File: src/rtl/sdram_arbit_if.sv
// rtl/sdram_arbit_if.sv - signal bundle between the init stage, requestors, arbiter and SDRAM pins
//
// Purpose: groups every non-clock, non-reset signal of sdram_arbit.
//   slave  modport: the arbiter (consumes commands and requests, drives pins and grants)
//   master modport: the upstream side (init stage, refresh/write/read blocks) and pin consumer
// Signals:
//   init_cmd/init_addr/flag_init_end             init stage command stream and done level
//   aref_req/aref_en/aref_end/aref_cmd/aref_addr refresh handshake, command and address
//   wr_req/wr_en/wr_end/wr_cmd/wr_addr/wr_bank   write handshake, command, address, bank
//   wr_data/wr_dq_oe                             write data and data-drive request
//   rd_req/rd_en/rd_end/rd_cmd/rd_addr/rd_bank   read handshake, command, address, bank
//   sdram_*                                      SDRAM pins and data tristate controls
//   arb_err                                      sticky watchdog error
interface sdram_arbit_if #(
  parameter int ADDR_W = 13,
  parameter int DATA_W = 16
);
  logic [3:0]        init_cmd;
  logic [ADDR_W-1:0] init_addr;
  logic              flag_init_end;

  logic              aref_req;
  logic              aref_en;
  logic              aref_end;
  logic [3:0]        aref_cmd;
  logic [ADDR_W-1:0] aref_addr;

  logic              wr_req;
  logic              wr_en;
  logic              wr_end;
  logic [3:0]        wr_cmd;
  logic [ADDR_W-1:0] wr_addr;
  logic [1:0]        wr_bank;
  logic [DATA_W-1:0] wr_data;
  logic              wr_dq_oe;

  logic              rd_req;
  logic              rd_en;
  logic              rd_end;
  logic [3:0]        rd_cmd;
  logic [ADDR_W-1:0] rd_addr;
  logic [1:0]        rd_bank;

  logic              sdram_cke;
  logic              sdram_cs_n;
  logic              sdram_ras_n;
  logic              sdram_cas_n;
  logic              sdram_we_n;
  logic [1:0]        sdram_ba;
  logic [ADDR_W-1:0] sdram_addr;
  logic [DATA_W-1:0] sdram_dq_out;
  logic              sdram_dq_oe;

  logic              arb_err;

  modport slave (
    input  init_cmd, init_addr, flag_init_end,
    input  aref_req, aref_end, aref_cmd, aref_addr,
    input  wr_req, wr_end, wr_cmd, wr_addr, wr_bank, wr_data, wr_dq_oe,
    input  rd_req, rd_end, rd_cmd, rd_addr, rd_bank,
    output aref_en, wr_en, rd_en,
    output sdram_cke, sdram_cs_n, sdram_ras_n, sdram_cas_n, sdram_we_n,
    output sdram_ba, sdram_addr, sdram_dq_out, sdram_dq_oe,
    output arb_err
  );

  modport master (
    output init_cmd, init_addr, flag_init_end,
    output aref_req, aref_end, aref_cmd, aref_addr,
    output wr_req, wr_end, wr_cmd, wr_addr, wr_bank, wr_data, wr_dq_oe,
    output rd_req, rd_end, rd_cmd, rd_addr, rd_bank,
    input  aref_en, wr_en, rd_en,
    input  sdram_cke, sdram_cs_n, sdram_ras_n, sdram_cas_n, sdram_we_n,
    input  sdram_ba, sdram_addr, sdram_dq_out, sdram_dq_oe,
    input  arb_err
  );
endinterface

File: src/rtl/sdram_arbit.sv
// rtl/sdram_arbit.sv - SDRAM command arbiter and pin multiplexer behind the init stage
//
// Purpose: forwards the init command stream until init completes, then grants the
// SDRAM bus to one of refresh / write / read (fixed priority), with a busy watchdog.
// Ports:
//   clk    system clock (shared with the init stage)
//   rst_n  asynchronous active-low reset
//   bus    sdram_arbit_if.slave: requests/commands in, grants, pins and arb_err out
module sdram_arbit #(
  parameter int ADDR_W   = 13,
  parameter int DATA_W   = 16,
  parameter int BUSY_MAX = 1023
) (
  input logic         clk,
  input logic         rst_n,
  sdram_arbit_if.slave bus
);

  localparam int         CNT_W   = $clog2(BUSY_MAX + 1);
  localparam logic [3:0] CMD_NOP = 4'b0111;

  typedef enum logic [2:0] {
    S_INIT,
    S_ARBIT,
    S_AREF,
    S_WRITE,
    S_READ
  } state_t;

  state_t            state;
  logic [CNT_W-1:0]  busy_cnt;
  logic              aref_en_q;
  logic              wr_en_q;
  logic              rd_en_q;
  logic              arb_err_q;

  logic              busy_end;
  logic              busy_exp;
  logic [3:0]        cmd;
  logic [ADDR_W-1:0] addr;
  logic [1:0]        ba;
  logic              dq_oe;

  // Only the granted requestor's end strobe counts; the others are ignored.
  always_comb begin
    busy_end = 1'b0;
    case (state)
      S_AREF:  busy_end = bus.aref_end;
      S_WRITE: busy_end = bus.wr_end;
      S_READ:  busy_end = bus.rd_end;
      default: busy_end = 1'b0;
    endcase
  end

  // Expiry fires in the BUSY_MAX-th cycle of a grant, so a grant lasts at most BUSY_MAX cycles.
  assign busy_exp = (busy_cnt == CNT_W'(BUSY_MAX - 1));

  always_ff @(posedge clk or negedge rst_n) begin
    if (!rst_n) begin
      state     <= S_INIT;
      busy_cnt  <= '0;
      aref_en_q <= 1'b0;
      wr_en_q   <= 1'b0;
      rd_en_q   <= 1'b0;
      arb_err_q <= 1'b0;
    end else begin
      aref_en_q <= 1'b0;
      wr_en_q   <= 1'b0;
      rd_en_q   <= 1'b0;
      case (state)
        S_INIT: begin
          if (bus.flag_init_end) state <= S_ARBIT;
        end
        S_ARBIT: begin
          // Holding the counter at zero here is what clears it on grant entry.
          busy_cnt <= '0;
          if (bus.aref_req) begin
            state     <= S_AREF;
            aref_en_q <= 1'b1;
          end else if (bus.wr_req) begin
            state   <= S_WRITE;
            wr_en_q <= 1'b1;
          end else if (bus.rd_req) begin
            state   <= S_READ;
            rd_en_q <= 1'b1;
          end
        end
        S_AREF, S_WRITE, S_READ: begin
          if (busy_end) begin
            state <= S_ARBIT;
          end else if (busy_exp) begin
            state     <= S_ARBIT;
            arb_err_q <= 1'b1;
          end else begin
            busy_cnt <= busy_cnt + 1'b1;
          end
        end
        default: state <= S_INIT;
      endcase
    end
  end

  // Pins are muxed straight from the registered state so sub-module command timing is preserved.
  always_comb begin
    cmd   = CMD_NOP;
    addr  = '0;
    ba    = 2'b00;
    dq_oe = 1'b0;
    case (state)
      S_INIT: begin
        cmd  = bus.init_cmd;
        addr = bus.init_addr;
      end
      S_AREF: begin
        cmd  = bus.aref_cmd;
        addr = bus.aref_addr;
      end
      S_WRITE: begin
        cmd   = bus.wr_cmd;
        addr  = bus.wr_addr;
        ba    = bus.wr_bank;
        dq_oe = bus.wr_dq_oe;
      end
      S_READ: begin
        cmd  = bus.rd_cmd;
        addr = bus.rd_addr;
        ba   = bus.rd_bank;
      end
      default: begin
        cmd = CMD_NOP;
      end
    endcase
  end

  assign bus.sdram_cke    = 1'b1;
  assign bus.sdram_cs_n   = cmd[3];
  assign bus.sdram_ras_n  = cmd[2];
  assign bus.sdram_cas_n  = cmd[1];
  assign bus.sdram_we_n   = cmd[0];
  assign bus.sdram_ba     = ba;
  assign bus.sdram_addr   = addr;
  assign bus.sdram_dq_out = bus.wr_data;
  assign bus.sdram_dq_oe  = dq_oe;
  assign bus.aref_en      = aref_en_q;
  assign bus.wr_en        = wr_en_q;
  assign bus.rd_en        = rd_en_q;
  assign bus.arb_err      = arb_err_q;

endmodule
File: src/flat_wrapper.sv
// flat-port wrapper written by rule: the top's interface ports become plain ports
module sdram_arbit_flat 
#(
  parameter int ADDR_W   = 13,
  parameter int DATA_W   = 16,
  parameter int BUSY_MAX = 1023
)
  (clk, rst_n, bus_init_cmd, bus_init_addr, bus_flag_init_end, bus_aref_req, bus_aref_end, bus_aref_cmd, bus_aref_addr, bus_wr_req, bus_wr_end, bus_wr_cmd, bus_wr_addr, bus_wr_bank, bus_wr_data, bus_wr_dq_oe, bus_rd_req, bus_rd_end, bus_rd_cmd, bus_rd_addr, bus_rd_bank, bus_aref_en, bus_wr_en, bus_rd_en, bus_sdram_cke, bus_sdram_cs_n, bus_sdram_ras_n, bus_sdram_cas_n, bus_sdram_we_n, bus_sdram_ba, bus_sdram_addr, bus_sdram_dq_out, bus_sdram_dq_oe, bus_arb_err);
  sdram_arbit_if #(.ADDR_W(ADDR_W), .DATA_W(DATA_W)) bus_i ();
  input logic clk;
  input logic rst_n;
  input wire logic [$bits(bus_i.init_cmd)-1:0] bus_init_cmd;
  input wire logic [$bits(bus_i.init_addr)-1:0] bus_init_addr;
  input wire logic [$bits(bus_i.flag_init_end)-1:0] bus_flag_init_end;
  input wire logic [$bits(bus_i.aref_req)-1:0] bus_aref_req;
  input wire logic [$bits(bus_i.aref_end)-1:0] bus_aref_end;
  input wire logic [$bits(bus_i.aref_cmd)-1:0] bus_aref_cmd;
  input wire logic [$bits(bus_i.aref_addr)-1:0] bus_aref_addr;
  input wire logic [$bits(bus_i.wr_req)-1:0] bus_wr_req;
  input wire logic [$bits(bus_i.wr_end)-1:0] bus_wr_end;
  input wire logic [$bits(bus_i.wr_cmd)-1:0] bus_wr_cmd;
  input wire logic [$bits(bus_i.wr_addr)-1:0] bus_wr_addr;
  input wire logic [$bits(bus_i.wr_bank)-1:0] bus_wr_bank;
  input wire logic [$bits(bus_i.wr_data)-1:0] bus_wr_data;
  input wire logic [$bits(bus_i.wr_dq_oe)-1:0] bus_wr_dq_oe;
  input wire logic [$bits(bus_i.rd_req)-1:0] bus_rd_req;
  input wire logic [$bits(bus_i.rd_end)-1:0] bus_rd_end;
  input wire logic [$bits(bus_i.rd_cmd)-1:0] bus_rd_cmd;
  input wire logic [$bits(bus_i.rd_addr)-1:0] bus_rd_addr;
  input wire logic [$bits(bus_i.rd_bank)-1:0] bus_rd_bank;
  output wire logic [$bits(bus_i.aref_en)-1:0] bus_aref_en;
  output wire logic [$bits(bus_i.wr_en)-1:0] bus_wr_en;
  output wire logic [$bits(bus_i.rd_en)-1:0] bus_rd_en;
  output wire logic [$bits(bus_i.sdram_cke)-1:0] bus_sdram_cke;
  output wire logic [$bits(bus_i.sdram_cs_n)-1:0] bus_sdram_cs_n;
  output wire logic [$bits(bus_i.sdram_ras_n)-1:0] bus_sdram_ras_n;
  output wire logic [$bits(bus_i.sdram_cas_n)-1:0] bus_sdram_cas_n;
  output wire logic [$bits(bus_i.sdram_we_n)-1:0] bus_sdram_we_n;
  output wire logic [$bits(bus_i.sdram_ba)-1:0] bus_sdram_ba;
  output wire logic [$bits(bus_i.sdram_addr)-1:0] bus_sdram_addr;
  output wire logic [$bits(bus_i.sdram_dq_out)-1:0] bus_sdram_dq_out;
  output wire logic [$bits(bus_i.sdram_dq_oe)-1:0] bus_sdram_dq_oe;
  output wire logic [$bits(bus_i.arb_err)-1:0] bus_arb_err;
  assign bus_i.init_cmd = bus_init_cmd;
  assign bus_i.init_addr = bus_init_addr;
  assign bus_i.flag_init_end = bus_flag_init_end;
  assign bus_i.aref_req = bus_aref_req;
  assign bus_i.aref_end = bus_aref_end;
  assign bus_i.aref_cmd = bus_aref_cmd;
  assign bus_i.aref_addr = bus_aref_addr;
  assign bus_i.wr_req = bus_wr_req;
  assign bus_i.wr_end = bus_wr_end;
  assign bus_i.wr_cmd = bus_wr_cmd;
  assign bus_i.wr_addr = bus_wr_addr;
  assign bus_i.wr_bank = bus_wr_bank;
  assign bus_i.wr_data = bus_wr_data;
  assign bus_i.wr_dq_oe = bus_wr_dq_oe;
  assign bus_i.rd_req = bus_rd_req;
  assign bus_i.rd_end = bus_rd_end;
  assign bus_i.rd_cmd = bus_rd_cmd;
  assign bus_i.rd_addr = bus_rd_addr;
  assign bus_i.rd_bank = bus_rd_bank;
  assign bus_aref_en = bus_i.aref_en;
  assign bus_wr_en = bus_i.wr_en;
  assign bus_rd_en = bus_i.rd_en;
  assign bus_sdram_cke = bus_i.sdram_cke;
  assign bus_sdram_cs_n = bus_i.sdram_cs_n;
  assign bus_sdram_ras_n = bus_i.sdram_ras_n;
  assign bus_sdram_cas_n = bus_i.sdram_cas_n;
  assign bus_sdram_we_n = bus_i.sdram_we_n;
  assign bus_sdram_ba = bus_i.sdram_ba;
  assign bus_sdram_addr = bus_i.sdram_addr;
  assign bus_sdram_dq_out = bus_i.sdram_dq_out;
  assign bus_sdram_dq_oe = bus_i.sdram_dq_oe;
  assign bus_arb_err = bus_i.arb_err;
  sdram_arbit #(.ADDR_W(ADDR_W), .DATA_W(DATA_W), .BUSY_MAX(BUSY_MAX)) u_core (.clk(clk), .rst_n(rst_n), .bus(bus_i));
endmodule
File: config.mk
export PLATFORM = sky130hd
export DESIGN_NAME = sdram_arbit_flat
export DESIGN_NICKNAME = d
export VERILOG_FILES = /design/src/rtl/sdram_arbit_if.sv /design/src/rtl/sdram_arbit.sv /design/src/flat_wrapper.sv
export SDC_FILE = /design/constraint.sdc
export NUM_CORES = 1
export LEC_CHECK = 0
export CAP_MARGIN = 40
export CORE_MARGIN = 5
export CORE_UTILIZATION = 32
export DETAILED_ROUTE_END_ITERATION = 7
export PLACE_DENSITY_LB_ADDON = 0.05
export SYNTH_ARGS = -nofsm -noshare
export SYNTH_HDL_FRONTEND = slang
export SYNTH_SLANG_ARGS = --single-unit
File: constraint.sdc
create_clock -name clk -period 2.7 [get_ports clk]
set_clock_uncertainty 0.2 [all_clocks]
set_input_delay 0.27 -clock clk [delete_from_list [all_inputs] [get_ports clk]]
set_output_delay 0.27 -clock clk [all_outputs]
set_load 0.005 [all_outputs]
### Yosys cells after proc, flatten, opt, wreduce, memory -nomap -nowiden

Index checks and enable logic that the tools add are counted.

| cells by class | value |
|---|---|
| add/subtract/negate cells | 1 |
| eq/ne operators | 10 |
| muxes and demuxes | 24 |
| bitwise gates (word level) | 1 |
| reductions and logical operators | 6 |

Operators with widths:

| kind | count |
|---|---|
| 13-bit case mux with 4 select lines | 1 |
| 10-bit 2-to-1 mux | 2 |
| 10-bit case mux with 2 select lines | 1 |
| 3-bit 2-to-1 mux | 6 |
| 4-bit case mux with 4 select lines | 1 |
| 10-bit by 1-bit adder with 10-bit output (second input constant) | 1 |
| 10-bit == test (second input constant) | 1 |
| 1-bit 2-to-1 mux | 10 |
| 3-bit case mux with 3 select lines | 1 |
| 3-bit AND reduction | 3 |
| 3-bit by 2-bit == test with 1-bit output (second input constant) | 2 |
| 2-bit inequality test (second input constant) | 3 |
| 4-bit inequality test (second input constant) | 1 |
| 2-bit case mux with 2 select lines | 1 |
| 3-bit by 1-bit == test with 1-bit output (second input constant) | 1 |
| 3-bit == test (second input constant) | 1 |
| 3-bit logical NOT | 1 |
| 3-bit by 1-bit inequality test with 1-bit output (second input constant) | 1 |
| 1-bit case mux with 3 select lines | 1 |
| 3-bit OR reduction | 1 |
| 2-bit nonzero test | 1 |
| 1-bit NOT | 1 |

| storage, ports and cells | value |
|---|---|
| register bits after elaboration | 17 |
| output and inout bits | 41 |
| logic and storage cells | 48 |

### Depth between registers and ports, before layout

Gate-level depths: netlist of run 1.

| depth | value |
|---|---|
| depth in word-level cells | 4 |
| mapped depth | 7 |
| gate-level depth less buffers | 7 |

### Least setup slack after synthesis of run 1

Ideal clock, no wire load.

| timing | value |
|---|---|
| kind | register to output |
| from | register u_core.state[1] |
| to | output port bus_sdram_addr[10] |
| arrival | 1,480 ps |
| data required time | 2,230 ps |
| setup slack | 750 ps |
| stages on the path, launching flop included | 7 |
| path buffers | 3 |
| cell sequence | dfrtp_1 buf_6 buf_2 nor2b_1 clkbuf_1 a21oi_1 o21ai_0 |

| on the way | value |
|---|---|
| cells in the longest elaborated chain, start to end | 2 |

RTL lines:

| what | line | text |
|---|---|---|
| from (decl) | sdram_arbit.sv:30 | `state_t state;` |
| from (signal assigned) | sdram_arbit.sv:60 | `state <= S_INIT;` |
| from (signal assigned) | sdram_arbit.sv:72 | `if (bus.flag_init_end) state <= S_ARBIT;` |
| from (signal assigned) | sdram_arbit.sv:78 | `state <= S_AREF;` |
| 3-bit == test (tied with other cells) | sdram_arbit.sv:109 | `case (state)` |
| 13-bit case mux with 4 select lines (*) | sdram_arbit.sv:109 |  |
| to (decl) | flat_wrapper.sv:40 | `output wire logic [$bits(bus_i.sdram_addr)-1:0] bus_sdram_addr;` |

Every way passes the cells marked *; elsewhere a longest branch is shown, timed or not.

### Worst setup path in the final report of run 1

| timing | value |
|---|---|
| from | register u_core.state[1] |
| to | output port bus_sdram_ras_n |

| on the way | value |
|---|---|
| cells in the longest elaborated chain, start to end | 2 |

RTL lines:

| what | line | text |
|---|---|---|
| 3-bit == test (tied with other cells) | sdram_arbit.sv:109 |  |
| 4-bit case mux with 4 select lines (*) | sdram_arbit.sv:109 |  |
| to (decl) | flat_wrapper.sv:36 | `output wire logic [$bits(bus_i.sdram_ras_n)-1:0] bus_sdram_ras_n;` |

Marks and branches as above.

==> results of run 1 <==
==> worst max-delay path by stage <==
stage	end	slack [ns]	cells after the start
after floorplan	bus_sdram_addr[10]	0.75	6
after global placement	bus_sdram_ras_n	0.42	4
after detailed placement	bus_sdram_ras_n	0.41	4
after CTS	bus_sdram_cas_n	0.13	4
after global routing	bus_sdram_addr[5]	0.10	6
final	bus_sdram_ras_n	0.27	4
==> flip-flops by register name (all words and copies together) (netlist names) <==
register / cells
u_core.bus.wr_en: 1
u_core.bus.aref_en: 1
u_core.state: 3
u_core.bus.rd_en: 1
u_core.bus.arb_err: 1
u_core.busy_cnt: 10
==> synth_stat cells, types with 2 or more instances <==
cell	instances
nand2_1	23
nor2_1	23
mux2i_1	19
buf_4	17
dfrtp_1	17
o21ai_0	17
a21oi_1	15
o22a_1	6
clkbuf_1	5
xnor2_1	5
inv_1	4
nand3_1	4
buf_2	3
buf_6	3
mux2_2	3
nand4_1	3
nor4b_1	3
a22o_1	2
and2_1	2
ha_1	2
nand3b_1	2
nor2b_1	2
nor3_1	2
nor3b_1	2
nor4b_2	2
o21bai_1	2
==> critical path, cell delays in order (launching register included) <==
cell and delay (ns):
dfrtp_2 0.51, mux2_2 0.36, o22a_1 0.18, o22a_1 0.18, clkdlybuf4s50_1 0.47
==> layout make-up <==
cell class              instances  area [um^2]  share of cell area (%)
clock buffers                   3        41.29                   1.565
flip-flops and latches         17        426.7                   16.18
repair buffers                112         1104                   41.84
multi-input cells             148        962.2                   36.48
inverters                       4        15.01                  0.5693
well taps                      67        83.83                   3.178
clock inverters                 1        5.005                  0.1898
==> metal layers <==
layer  track usage, %  part of all wire (%)  up-vias
met2            32.62                    52       70
met4            4.899                   2.1        0
met5                0                     0        -
li1                 -                     -      853
met1            18.48                    37      740
met3            5.322                   8.7       14
==> metrics by stage <==
stage	power, mW	utilization, %
2_1_floorplan	0.9311	-
3_3_place_gp	1.449	54.12
3_5_place_dp	1.459	54.12
4_1_cts	1.657	55.08
5_1_grt	1.775	55.11
6_report	1.630	55.11
==> where the power goes <==
group          switching [mW]  internal, mW  leakage (nW)
clock                  0.0904         0.102        0.0255
combinational           0.453         0.620         0.789
sequential             0.0698         0.294         0.230
total                   0.613          1.02          1.04
==> kinds of logic (layout without fill, tap and decap cells) <==
logic type	after synthesis	count (layout)
AO/OA/AOI/OAI	47	47
XOR/XNOR	5	5
adder cells (fa/ha/maj)	2	2
buffers and inverters	33	120
flip-flops	17	17
multiplexers	22	22
other	1	1
AND/OR/NAND/NOR	71	71
==> results_dict.tcl, run 1 <==
set metrics [dict create \
    yosys.area_share.xor_xnor_pct 2.734 \
    hpwl_mm 4.812 \
    synth_top_family_by_area "simple AND/OR/NAND/NOR gates" \
    synth_seq_area_share_pct 26.56 \
    placed_cells 348 \
    async_flop_share_pct 100.0 \
    setup_tns_ns 0 \
    die_area_um2 6520 \
    coreArea_um2 4786 \
    fin_ws_ns 0.2681 \
    tightest_slew_ns 0.7976 \
    pin_count 139 \
    final_cell_mix "105 x clkdlybuf4s50_1, 23 x nor2_1, 23 x nand2_1" \
    drive_above_1_share_pct 7.018 \
    synth-simple-area-share_pct 22.34 \
    drtIter0Drc 73 \
    numPortBuffers 105 \
    chipWidth_um 80.75 \
    critPathLaunch "u_core.state[1]" \
    first_pass_iters 4 \
    cp.required_ns 2.23 \
    diodes 0 \
    ctsLongestPathBuffers 2 \
    place_congestion 0.7578 \
    finalNetCount 386 \
    clkLatencyLatePin_ns 0.25 \
    drv_cap 0 \
    pre_cts_ws_ns 0.4116 \
    post_cts.repair.setup_buffers 0 \
    placed_area_um2 2590 \
    synth_seq_cells 17 \
    antenna_left 0 \
    synth_compound_area_share_pct 19.22 \
    reg2reg_depth 5 \
    report.final.hold_viol_count 0 \
    ys.flop_type "dfrtp_1" \
    synth_top_area_share_pct 26.56 \
    ctsResizeCount 0 \
    fmax_mhz 411.2 \
    cts_hold_buf 0 \
    irDropWorstVdd_uv 429.2 \
    ys_types 36 \
    r2r-end "u_core.state[0]" \
    synth_largest_area_cell "dfrtp_1" \
    vias_per_cell 4.764 \
    antenna_found_initial 0 \
    r2r_setup_slack_ns 0.58 \
    synth_area_leaders "dfrtp_1 27%, mux2i_1 12%, buf_4 8.0%" \
    end_kind "output pin" \
    vias 1677 \
    synth_fp_nets 298 \
    synth_warnings 0 \
    grt_use_total_pct 17.31 \
    grt_pass1_wl_mm 8.852 \
    cp-start-kind "flip-flop" \
    power_density_nw_per_um2 618.0 \
    num-fill-cells 455 \
    synthCells 198 \
    dieHeight_um 80.75 \
    grt_pass1_vias 1701 \
    clock_sinks 17 \
    grt_start_max_net_pins 20 \
    wl_per_cell_um 16.87 \
    muxShareOfSynthArea_pct 13.98 \
    r2r_start "u_core.state[0]" \
    mostFrequentLayoutCell "clkdlybuf4s50_1" \
    drt-total-wl_mm 5.938 \
    worstPathArrival_ns 1.96 \
    final.period_utilization_pct 90.07 \
    fin_crit_ns 2.432 \
    synth-edff-count 0 \
    power.leakage_nw 1.044 \
    path_class "reg -> out" \
    finalInstanceArea_um2 2638 \
    area_growth_pct 64.69 \
    relSlewSlack_pct 46.66 \
    cp_max_fo 14 \
    setup_viol 0 \
    drv_slew 0 \
    syn_avg_cell_area_um2 8.089 \
    synth_fa_ha_area_share_pct 1.563 \
    syn-cell-area_um2 1602 \
    cts-root-buf "clkbuf_8" \
    status "finished clean" \
    path_clk_slew_ns 0.07 \
    cts_tree "done" \
    drc 0 \
    numCtsBuffers 3 \
    start_util_pct 33.46 \
    fin_cells 352 \
    holdWs_ns 0.2784 \
    num_rows 25 \
    rsz0062_at_grt "no" \
    grt_overflow_total 0 \
    htree_levels 1 \
    hold_class "in -> async" \
]
Note: power is estimated with default switching activity, not from simulation.
==> inputs of run 2 (changes only) <==
PLACE_DENSITY = 0.86   (was not set)
PLACE_DENSITY_LB_ADDON = not set   (was 0.05)
==> run 2 against run 1 <==
Sequential power rose by 5.5%. Hold slack barely moved. Core utilization fell by 0.16 points. Routed wire length fell by 8.5%. Critical path type unchanged. Largest cell class unchanged.
==> results_dict.tcl, run 2 (same netlist as run 1, synthesis figures left out) <==
set metrics [dict create \
    chipWidth_um 80.75 \
    r2r_start "u_core.state[2]" \
    fmax_mhz 406.2 \
    r2r_setup_slack_ns 0.47 \
    cp_slowest_cell "clkdlybuf4s50_1" \
    pin_count 139 \
    end_kind "output pin" \
    drv_slew 0 \
    area_growth_pct 64.22 \
    power.leakage_nw 1.035 \
    cp.required_ns 2.23 \
    vias_per_cell 4.866 \
    report.final.hold_viol_count 0 \
    worstPathArrival_ns 1.99 \
    ctsResizeCount 0 \
    clkLatencyLatePin_ns 0.25 \
    top_regs "u_core.busy_cnt x10, u_core.state x3" \
    final.period_utilization_pct 91.19 \
    cp-start-kind "flip-flop" \
    status "finished clean" \
    path_class "reg -> out" \
    grt_use_total_pct 16.68 \
    fin_ws_ns 0.2379 \
    path_cells "and3b_4 -> nand2_1 -> o21ai_0 -> clkdlybuf4s50_1" \
    grt_pass1_wl_mm 8.694 \
    path_delay_family "simple AND/OR/NAND/NOR gates" \
    ctsLongestPathBuffers 2 \
    p_clk_share_pct 11.7 \
    grt_overflow_total 0 \
    drv_cap 0 \
    drt-total-wl_mm 5.435 \
    vias 1708 \
    power_density_nw_per_um2 620.6 \
    drive_above_1_share_pct 6.690 \
    power_mw 1.632 \
    antenna_found_initial 0 \
    path_clk_slew_ns 0.07 \
    utilization_pct 54.95 \
    irDropWorstVdd_uv 409.2 \
    drc 0 \
    path_buf_inv 1 \
    critPathLaunch "u_core.state[2]" \
    num-fill-cells 435 \
    hpwl_mm 4.335 \
    htree_levels 1 \
    die_area_um2 6520 \
    largest_reg_flops 10 \
    setup_viol 0 \
    slowest_delay_ns 0.54 \
    fin_crit_ns 2.462 \
    pre_cts_ws_ns 0.3662 \
    start_util_pct 33.46 \
    p_sw_uw 613.8 \
    grt_pass1_vias 1817 \
    num_rows 25 \
    clock_sinks 17 \
    dieHeight_um 80.75 \
    wl_per_cell_um 15.48 \
    cts-root-buf "clkbuf_8" \
    p_seq_share_pct 23.6 \
    intPower_mw 1.018 \
    hold_class "in -> async" \
    finalNetCount 385 \
    holdWs_ns 0.2786 \
    grt_start_max_net_pins 20 \
    antenna_left 0 \
    relSlewSlack_pct 46.82 \
    numPortBuffers 105 \
    drtIter0Drc 71 \
    power_frac_comb_pct 64.7 \
    post_cts.repair.setup_buffers 0 \
    mostFrequentLayoutCell "clkdlybuf4s50_1" \
    coreArea_um2 4786 \
    numCtsBuffers 3 \
    setup_tns_ns 0 \
    tightest_slew_ns 0.7953 \
    place_congestion 0.8329 \
    p_sw_share_pct 37.61 \
    final_cell_mix "105 x clkdlybuf4s50_1, 23 x nor2_1, 23 x nand2_1" \
    cts_tree "done" \
    first_pass_iters 5 \
    diodes 0 \
    max_flop_register "u_core.busy_cnt" \
    cp_max_fo 18 \
    cts_hold_buf 0 \
    rsz0062_at_grt "no" \
]
run 2: cell count changes in the layout (fill, tap and decap cells not counted), sizes merged:
cell	previous run	this run
clkbuf	3	4
clkinv	1	0
buf	7	6
run 2: metal layers:
metal / global-route usage, % / wire, um
met1: 20.60 / 2266
met5: 0 / 0
met2: 28.97 / 2676
met3: 2.882 / 391
met4: 6.250 / 101
run 2: power by group through the flow:
| stage | logic (mW) | registers (mW) | clock network [mW] |
|---|---|---|---|
| floorplan | 0.608 | 0.323 | 0 |
| global placement | 1.03 | 0.382 | 0 |
| finish | 1.06 | 0.384 | 0.192 |
| CTS | 1.07 | 0.380 | 0.197 |
| detailed placement | 1.06 | 0.385 | 0 |
| global route | 1.16 | 0.398 | 0.208 |
run 2: metrics by stage:
stage | instance area [um^2] | instances
floorplan | 1602 | 198
global placement | 2582 | 347
detailed placement | 2582 | 347
CTS | 2628 | 351
global route | 2630 | 351
finish | 2630 | 351
run 2: final timing paths:
kind | end | depth (start not counted)
hold reg to reg | u_core.bus.arb_err | 1
min in group clk | u_core.bus.arb_err | 1
setup / recovery | bus_sdram_addr[4] | 4
max in group asynchronous | u_core.state[0] | 1
setup reg to reg | u_core.busy_cnt[9] | 6
hold / removal | u_core.busy_cnt[8] | 1
run 2: final cells by class:
class                      count  area (um^2)  share of cell area (%)
clock buffer                   4        45.04                   1.713
timing repair buffer         111         1096                   41.67
sequential                    17        427.9                   16.27
multi-input combinational    148        962.2                   36.58
tap                           67        83.83                   3.187
inverter                       4        15.01                  0.5709
